### config.mk
export PLATFORM = sky130hd
export DESIGN_NAME = led_scan_display
export DESIGN_NICKNAME = d
export VERILOG_FILES = /design/src/rtl/led_scan_display_pkg.sv /design/src/rtl/led_scan_display_decode.sv /design/src/rtl/led_scan_display.sv
export SDC_FILE = /design/constraint.sdc
export NUM_CORES = 1
export LEC_CHECK = 0
export ABC_CLOCK_PERIOD_IN_PS = 3900
export CAP_MARGIN = 20
export CORE_UTILIZATION = 30
export DETAILED_ROUTE_END_ITERATION = 10
export GPL_TIMING_DRIVEN = 1
export PLACE_DENSITY_LB_ADDON = 0.05
export SETUP_SLACK_MARGIN = 0.5
export SLEW_MARGIN = 40
export SYNTH_ARGS = -nofsm -noshare
export SYNTH_HDL_FRONTEND = slang
export SYNTH_SLANG_ARGS = --single-unit
### constraint.sdc
create_clock -name clk -period 3.9 [get_ports clk]
set_input_delay 0.39 -clock clk [delete_from_list [all_inputs] [get_ports clk]]
set_output_delay 0.39 -clock clk [all_outputs]
set_load 0.05 [all_outputs]
### src/rtl/led_scan_display_pkg.sv
// Shared constants for the multiplexed six-digit LED scanner:
// segment bit positions, the BCD glyph table and the blink period.
package led_scan_display_pkg;

   // Bit positions inside the 8-bit {dp,g,f,e,d,c,b,a} segment bus
   localparam int SEG_A  = 0;
   localparam int SEG_B  = 1;
   localparam int SEG_C  = 2;
   localparam int SEG_D  = 3;
   localparam int SEG_E  = 4;
   localparam int SEG_F  = 5;
   localparam int SEG_G  = 6;
   localparam int SEG_DP = 7;

   localparam int NUM_DIGITS = 6;

   // Frames per blink half-period and the width of the counter that times it
   localparam int BLINK_FRAMES = 64;
   localparam int BLINK_CNT_W  = $clog2(BLINK_FRAMES);

   // Code -> active-high {g,f,e,d,c,b,a}; A..E show a dash, F is blank.
   // Listed from code 15 down to code 0.
   localparam logic [15:0][6:0] GLYPH_TABLE = {
      7'h00,                                   // F blank
      7'h40, 7'h40, 7'h40, 7'h40, 7'h40,       // E..A dash
      7'h6F, 7'h7F, 7'h07, 7'h7D, 7'h6D,       // 9..5
      7'h66, 7'h4F, 7'h5B, 7'h06, 7'h3F        // 4..0
   };

endpackage

### src/rtl/led_scan_display_decode.sv
// Combinational BCD to seven-segment decoder (active-high pattern out).
module seg7_decode
   import led_scan_display_pkg::*;
(
   input  logic [3:0] code,
   output logic [6:0] pattern
);

   // Pure table lookup; polarity is handled at the scanner's output register
   assign pattern = GLYPH_TABLE[code];

endmodule

### src/rtl/led_scan_display.sv
// Six-digit time-multiplexed LED display scanner.
// Digits are shown from a per-frame snapshot so updates never tear mid-frame.
// Optional feature: define LED_SCAN_DISPLAY_BLINK_EN to add blink_mask and
// the 64-frame blink phase (blinking digits keep their anode, segments off).
module led_scan_display
   import led_scan_display_pkg::*;
#(
   parameter int SCAN_DIV     = 50000,
   parameter int BLANK_CYCLES = 16,
   parameter int ACTIVE_LOW   = 1
) (
   input  logic       clk,
   input  logic       reset,
   input  logic [3:0] digit5,
   input  logic [3:0] digit4,
   input  logic [3:0] digit3,
   input  logic [3:0] digit2,
   input  logic [3:0] digit1,
   input  logic [3:0] digit0,
   input  logic [5:0] dp_mask,
`ifdef LED_SCAN_DISPLAY_BLINK_EN
   input  logic [5:0] blink_mask,
`endif
   output logic [7:0] seg,
   output logic [5:0] an
);

   localparam int              PW         = $clog2(SCAN_DIV);
   localparam logic [PW-1:0]   PRESC_LAST = PW'(SCAN_DIV - 1);
   localparam logic [PW-1:0]   BLANK_END  = PW'(BLANK_CYCLES);
   localparam logic [2:0]      LAST_SLOT  = 3'(NUM_DIGITS - 1);
   localparam logic [7:0]      SEG_POL    = (ACTIVE_LOW != 0) ? 8'hFF : 8'h00;
   localparam logic [5:0]      AN_POL     = (ACTIVE_LOW != 0) ? 6'h3F : 6'h00;

   logic [PW-1:0]   presc;
   logic [2:0]      slot;
   logic [5:0][3:0] snap_digit;
   logic [5:0]      snap_dp;
   logic            load_pend;
   logic            slot_wrap;
   logic            frame_end;
   logic            blanking;
   logic [6:0]      pattern;
   logic [7:0]      seg_act;
   logic [5:0]      an_act;

   assign slot_wrap = (presc == PRESC_LAST);
   assign frame_end = slot_wrap && (slot == LAST_SLOT);
   assign blanking  = (presc < BLANK_END);

   // Prescaler and slot index; slot steps 0..5 once per prescaler wrap
   always_ff @(posedge clk) begin
      if (reset) begin
         presc <= '0;
         slot  <= '0;
      end else if (slot_wrap) begin
         presc <= '0;
         slot  <= (slot == LAST_SLOT) ? 3'd0 : slot + 3'd1;
      end else begin
         presc <= presc + 1'b1;
      end
   end

   // Snapshot capture at each frame boundary; the first cycle out of reset
   // counts as one so the display never starts from stale blank digits
   always_ff @(posedge clk) begin
      if (reset) begin
         snap_digit <= {NUM_DIGITS{4'hF}};
         snap_dp    <= '0;
         load_pend  <= 1'b1;
      end else begin
         load_pend <= 1'b0;
         if (load_pend || frame_end) begin
            snap_digit <= {digit5, digit4, digit3, digit2, digit1, digit0};
            snap_dp    <= dp_mask;
         end
      end
   end

`ifdef LED_SCAN_DISPLAY_BLINK_EN
   logic [5:0]             snap_blink;
   logic [BLINK_CNT_W-1:0] frame_cnt;
   logic                   blink_phase;

   // Blink mask snapshot plus frame counter; phase flips every BLINK_FRAMES frames
   always_ff @(posedge clk) begin
      if (reset) begin
         snap_blink  <= '0;
         frame_cnt   <= '0;
         blink_phase <= 1'b0;
      end else begin
         if (load_pend || frame_end)
            snap_blink <= blink_mask;
         if (frame_end) begin
            frame_cnt <= frame_cnt + 1'b1;
            if (frame_cnt == BLINK_CNT_W'(BLINK_FRAMES - 1))
               blink_phase <= ~blink_phase;
         end
      end
   end
`endif

   seg7_decode u_decode (
      .code    (snap_digit[slot]),
      .pattern (pattern)
   );

   // Active-high drive for the current slot; everything dark while blanking
   always_comb begin
      an_act  = '0;
      seg_act = '0;
      if (!blanking) begin
         an_act[slot]           = 1'b1;
         seg_act[SEG_G:SEG_A]   = pattern;
         seg_act[SEG_DP]        = snap_dp[slot];
`ifdef LED_SCAN_DISPLAY_BLINK_EN
         if (blink_phase && snap_blink[slot])
            seg_act = '0;
`endif
      end
   end

   // Output register; polarity is applied only here
   always_ff @(posedge clk) begin
      if (reset) begin
         seg <= SEG_POL;
         an  <= AN_POL;
      end else begin
         seg <= seg_act ^ SEG_POL;
         an  <= an_act ^ AN_POL;
      end
   end

endmodule
# Word level (Yosys, flattened, before mapping)
# Memory sizes are Yosys's and may differ from the RTL's.
# Index checks and enable logic that the tools add are counted.
# op_classes
addsub	2
order_cmp	4
eq_ne	2
n_mux	11
bitwise	2
reduce_logical	4
# ops
op	n
adder 16 x 1 -> 16 bit (second input constant)	1
== test 16 bit (second input constant)	1
< comparator 16 x 5 -> 1 bit (second input constant)	1
binary-select mux 4 bit (select 3 bit)	1
two-way mux 8 bit	1
inverter 8 bit	1
two-way mux 7 bit	1
two-way mux 6 bit	1
inverter 6 bit	1
< comparator 4 x 5 -> 1 bit (second input constant)	1
< comparator 3 x 4 -> 1 bit (second input constant)	1
two-way mux 4 bit	1
adder 3 x 1 -> 3 bit (second input constant)	1
binary-select mux 1 bit (select 3 bit)	1
demux 1 bit (select 3 bit)	1
== test 3 bit (second input constant)	1
>= comparator 3 x 1 -> 1 bit (second input constant)	1
two-way mux 1 bit	3
two-way mux 3 bit	1
logical AND 1 bit	2
OR reduction 2 bit	1
logical OR 1 bit	1
# word_totals
regBits	64
mem_bits_ro	112
inputBits	32
output_inout_bits	14
wordCells	38
n_memories	1
# memory_table
memory	depth	width	read_ports	rd_clocked_by_memory_dff	write_ports	line	text
(name not given)	16	7	1	0	0	led_scan_display_decode.sv:10	assign pattern = GLYPH_TABLE[code];

# Longest topological paths before layout
# logic_depth
ltp_word	6
depth_mapped	9
depth_no_buf	8

# Cells and area by module
# A second synthesis with hierarchy kept.
# unflattened
hier_cells	334
area_unflattened_um2	3041.7
# by_module_without_submodules
module	instances	cells_each	area_per_inst_um2	seq_area_each_um2
led_scan_display	1	305	2819.0	1281.2
seg7_decode	1	29	222.7	0.0

# Worst setup path before layout
# Ideal clock, no wire load.
# synth_timing
path_type	register -> register
startpoint	reg slot[0]
endpoint	reg seg[1]
setup_ns	0.133
arrival_ns	1.853
required_time_ns	3.767
path_slack_ns	1.914
path_stages_with_launch	10
n_path_buf	3
period_less_slack_ns	1.986
cell_sequence	dfxtp_1 > buf_6 > buf_6 > clkbuf_1 > mux2i_1 > o21ai_0 > a21oi_1 > ha_1 > nor2_1 > o21ai_1
# synth_between
elab_chain_cells	6
# synth_rtl
element	line	text
start, declared	led_scan_display.sv:36	logic [2:0] slot;
start signal, assigned	led_scan_display.sv:58	slot <= (slot == LAST_SLOT) ? 3'd0 : slot + 3'd1;
binary-select mux 4 bit (select 3 bit)	led_scan_display.sv:104	.code (snap_digit[slot]),
two-way mux 4 bit (implied by the code)	led_scan_display.sv:104	
memory (16 x 7 bit)	n/a	
two-way mux 7 bit (implied by the code)	led_scan_display_decode.sv:10	
two-way mux 8 bit	led_scan_display.sv:112	if (!blanking) begin
inverter 8 bit (no line)	n/a	
end signal, assigned	led_scan_display.sv:129	seg <= seg_act ^ SEG_POL;
end, declared	led_scan_display.sv:24	output logic [7:0] seg,
# Every way passes these cells. The select of a mux whose other input is x is not followed.
# A chain may end at the register's enable or synchronous reset.

# Final worst setup path
# layout_timing
startpoint	reg slot[0]
endpoint	reg seg[5]
# The elaborated chain is that of the path after synthesis.

==> results.sh <==
export IMPL_synthTopCellsByArea="dfxtp_1 (46%), nand2_1 (10%), nand3b_1 (6.5%)"
export IMPL_wirelength_mm=6.032
export IMPL_cts_setup_buffers=0
export IMPL_violations="design-rule violations"
export IMPL_rsz0062_at_grt="no"
export IMPL_cts_sinks=64
export IMPL_pwr_density_cell_nw_per_um2=402.2
export IMPL_yosys_warnings=0
export IMPL_clock_skew_ns=0.009731
export IMPL_tns_ns=0
export IMPL_rrSetupSlack_ns=1.52
export IMPL_placed_cells=458
export IMPL_firstDrtPassIters=7
export IMPL_peakVddDrop_mv=0.1956
export IMPL_r2r_start="slot[0]$_SDFFE_PP0N_"
export IMPL_hp_class="reg2reg"
export IMPL_clkLatencyLatePin_ns=0.33
export IMPL_crit_start="slot[0]$_SDFFE_PP0N_"
export IMPL_via_count=2199
export IMPL_maxCapViolations=0
export IMPL_grt_usage_pct=13.67
export IMPL_layout_nets=399
export IMPL_use_met2_pct=19.83
export IMPL_grt_start_max_net_pins=38
export IMPL_use_met1_pct=19.14
export IMPL_synth_seq_area_share_pct=46.46
export IMPL_wire_per_inst_um=12.73
export IMPL_io_buffers=45
export IMPL_dpl_hpwl_mm=4.190
export IMPL_cts_path_max_buffers=2
export IMPL_synth_cell_types=42
export IMPL_cts_buffers=9
export IMPL_cts_tree="yes"
export IMPL_synth_edf_count=0
export IMPL_fillCellCount=925
export IMPL_setup_violations=0
export IMPL_ios=46
export IMPL_synth_top_area_share_pct=46.46
export IMPL_core_area_um2=8806
export IMPL_dr_first_iter_drc_count=52
export IMPL_reg2reg_depth=6
export IMPL_postRouteAntennaNets=0
export IMPL_vias_per_cell=4.639
export IMPL_required_ns=4.14
export IMPL_fin_crit_ns=2.379
export IMPL_synth_flop_cell="dfxtp_1"
export IMPL_start_util_pct=31.32
export IMPL_synthCells=317
export IMPL_whs_ns=0.4483
export IMPL_ys_seq_elements=64
export IMPL_hold_viol=0
export IMPL_post_route_util_pct=40.00
export IMPL_whs_path_depth=2
export IMPL_diodes=0
export IMPL_num_rows=34
export IMPL_post_route_drc_count=3
export IMPL_area_delta_synth_final_pct=27.72
export IMPL_critPathLaunchType="flip-flop"
export IMPL_clkSlewWorstSetupHoldPaths_ns=0.07
export IMPL_critPathKind="reg2reg"
export IMPL_die_width_um=97.88
export IMPL_hp_start="snap_dp[0]$_SDFFE_PP0P_"
export IMPL_path_max_fanout=15
export IMPL_worstPathArrival_ns=2.62
export IMPL_fin_crit_sh_pct=61.00
export IMPL_syn_nets=355
export IMPL_grt_pass1_wl_mm=10.26
export IMPL_grt_ovfl_total=0
export IMPL_die_h_um=97.88
export IMPL_synth_area_leader_cell="dfxtp_1"
export IMPL_syn_area_um2=2758
export IMPL_instances_no_fill=474
export IMPL_tightest_slew_ns=0.6041
export IMPL_drive_gt1_share_pct=7.923
export IMPL_status="complete, but fails checks"
export IMPL_drv_slew=0
export IMPL_htreeDepth=3
export IMPL_cts_hold_buffers_added=0
export IMPL_cellLeakagePower_nw=1.369
export IMPL_max_freq_ghz=0.4204
export IMPL_grt_util_met3_pct=3.150
export IMPL_pre_cts_ws_ns=1.284
export IMPL_postCtsResizedCells=0
export IMPL_syn_avg_cell_area_um2=8.699
export IMPL_root_buffer="clkbuf_8"
export IMPL_antenna_found_initial=0
export IMPL_relSlewSlack_pct=59.73
export IMPL_grt_busiest_layer="met2"
export IMPL_async_flop_share_pct=0
export IMPL_timing_final_ws_setup_ns=1.521
export IMPL_grt_pass1_vias=2145
export IMPL_die_area_um2=9580
export IMPL_endpoint_kind="flip-flop"
export IMPL_place_congestion=0.7330
==> routing by layer <==
layer  up-vias  share of wire (%)
met5         -                  0
met4         0                1.7
met3         9                4.1
met2        44                 42
met1       993                 52
li1       1153                  -
==> cells in the final DEF, fill, tap and decap left out, types with 8 or more instances in the layout <==
master | netlist | routed
nor2_1 | 33 | 33
nand3b_1 | 24 | 24
nand2_1 | 75 | 75
xor2_1 | 8 | 8
a21oi_1 | 8 | 8
nand3_1 | 10 | 10
dfxtp_1 | 64 | 64
clkbuf_8 | 0 | 9
clkdlybuf4s50_1 | 0 | 45
mux2i_1 | 13 | 13
==> flip-flops by register name, summed over array words and instances, names as in the netlist <==
signal / count
an: 6
seg: 8
presc: 16
snap_dp: 6
slot: 3
snap_digit: 24
load_pend: 1
==> final cells by class <==
class	count	area [um^2]	area share, %
clock buffer	10	127.6	3.623
clock inverter	6	83.83	2.380
inverter	7	26.28	0.7460
multi-input combinational	230	1384	39.29
sequential	64	1281	36.38
tap	108	135.1	3.837
timing repair buffer	49	484.2	13.75
==> final timing paths <==
| kind | endpoint |
|---|---|
| max | seg[5]$_SDFF_PP1_ |
| min | snap_dp[0]$_SDFFE_PP0P_ |
| max reg2reg | seg[5]$_SDFF_PP1_ |
| min reg2reg | snap_dp[0]$_SDFFE_PP0P_ |
==> cells in the mapped netlist (2+ instances only) <==
| cell type | n |
|---|---|
| a21oi_1 | 8 |
| a32oi_1 | 3 |
| and3_1 | 2 |
| buf_2 | 3 |
| buf_4 | 2 |
| buf_6 | 2 |
| clkbuf_1 | 8 |
| dfxtp_1 | 64 |
| ha_1 | 6 |
| inv_1 | 7 |
| mux2i_1 | 13 |
| nand2_1 | 75 |
| nand2b_1 | 3 |
| nand3_1 | 10 |
| nand3b_1 | 24 |
| nand4_1 | 4 |
| nor2_1 | 33 |
| nor2b_1 | 2 |
| nor3_1 | 7 |
| o21ai_0 | 3 |
| o21ai_1 | 3 |
| or3_1 | 2 |
| xnor2_1 | 7 |
| xor2_1 | 8 |
==> metrics by stage <==
stage,instance area (um^2),total power [W]
2_1_floorplan,2758,0.0007674
3_3_place_gp,3287,0.0008192
3_5_place_dp,3306,0.0008215
4_1_cts,3517,0.001439
5_1_grt,3522,0.001488
6_report,3522,0.001417
==> worst max-delay path, stage by stage (launching register included) <==
cell	delay, ns
dfxtp_1	0.65
buf_4	0.35
mux2i_1	0.25
nor2_1	0.07
or3_1	0.51
mux2_2	0.32
a32oi_1	0.15
==> cells by family after synthesis <==
kind of cell / synth area share, %
AOI/OAI and AO/OA: 5.899
xor gates and xnor gates: 4.764
adders and majority gates: 2.722
buffers and inverters: 4.083
DFF: 46.46
muxes: 6.624
and+or+nand+nor: 29.45
==> where the power goes <==
| group | switching, W | internal, W | total [W] | leakage (nW) |
|---|---|---|---|---|
| Clock | 0.000254 | 0.000358 | 0.000612 | 0.110 |
| Combinational | 0.0000542 | 0.0000605 | 0.000115 | 0.734 |
| Sequential | 0.0000126 | 0.000677 | 0.000690 | 0.525 |
| Total | 0.000321 | 0.00110 | 0.00142 | 1.37 |
No activity file was read; power rests on OpenSTA's default activity.
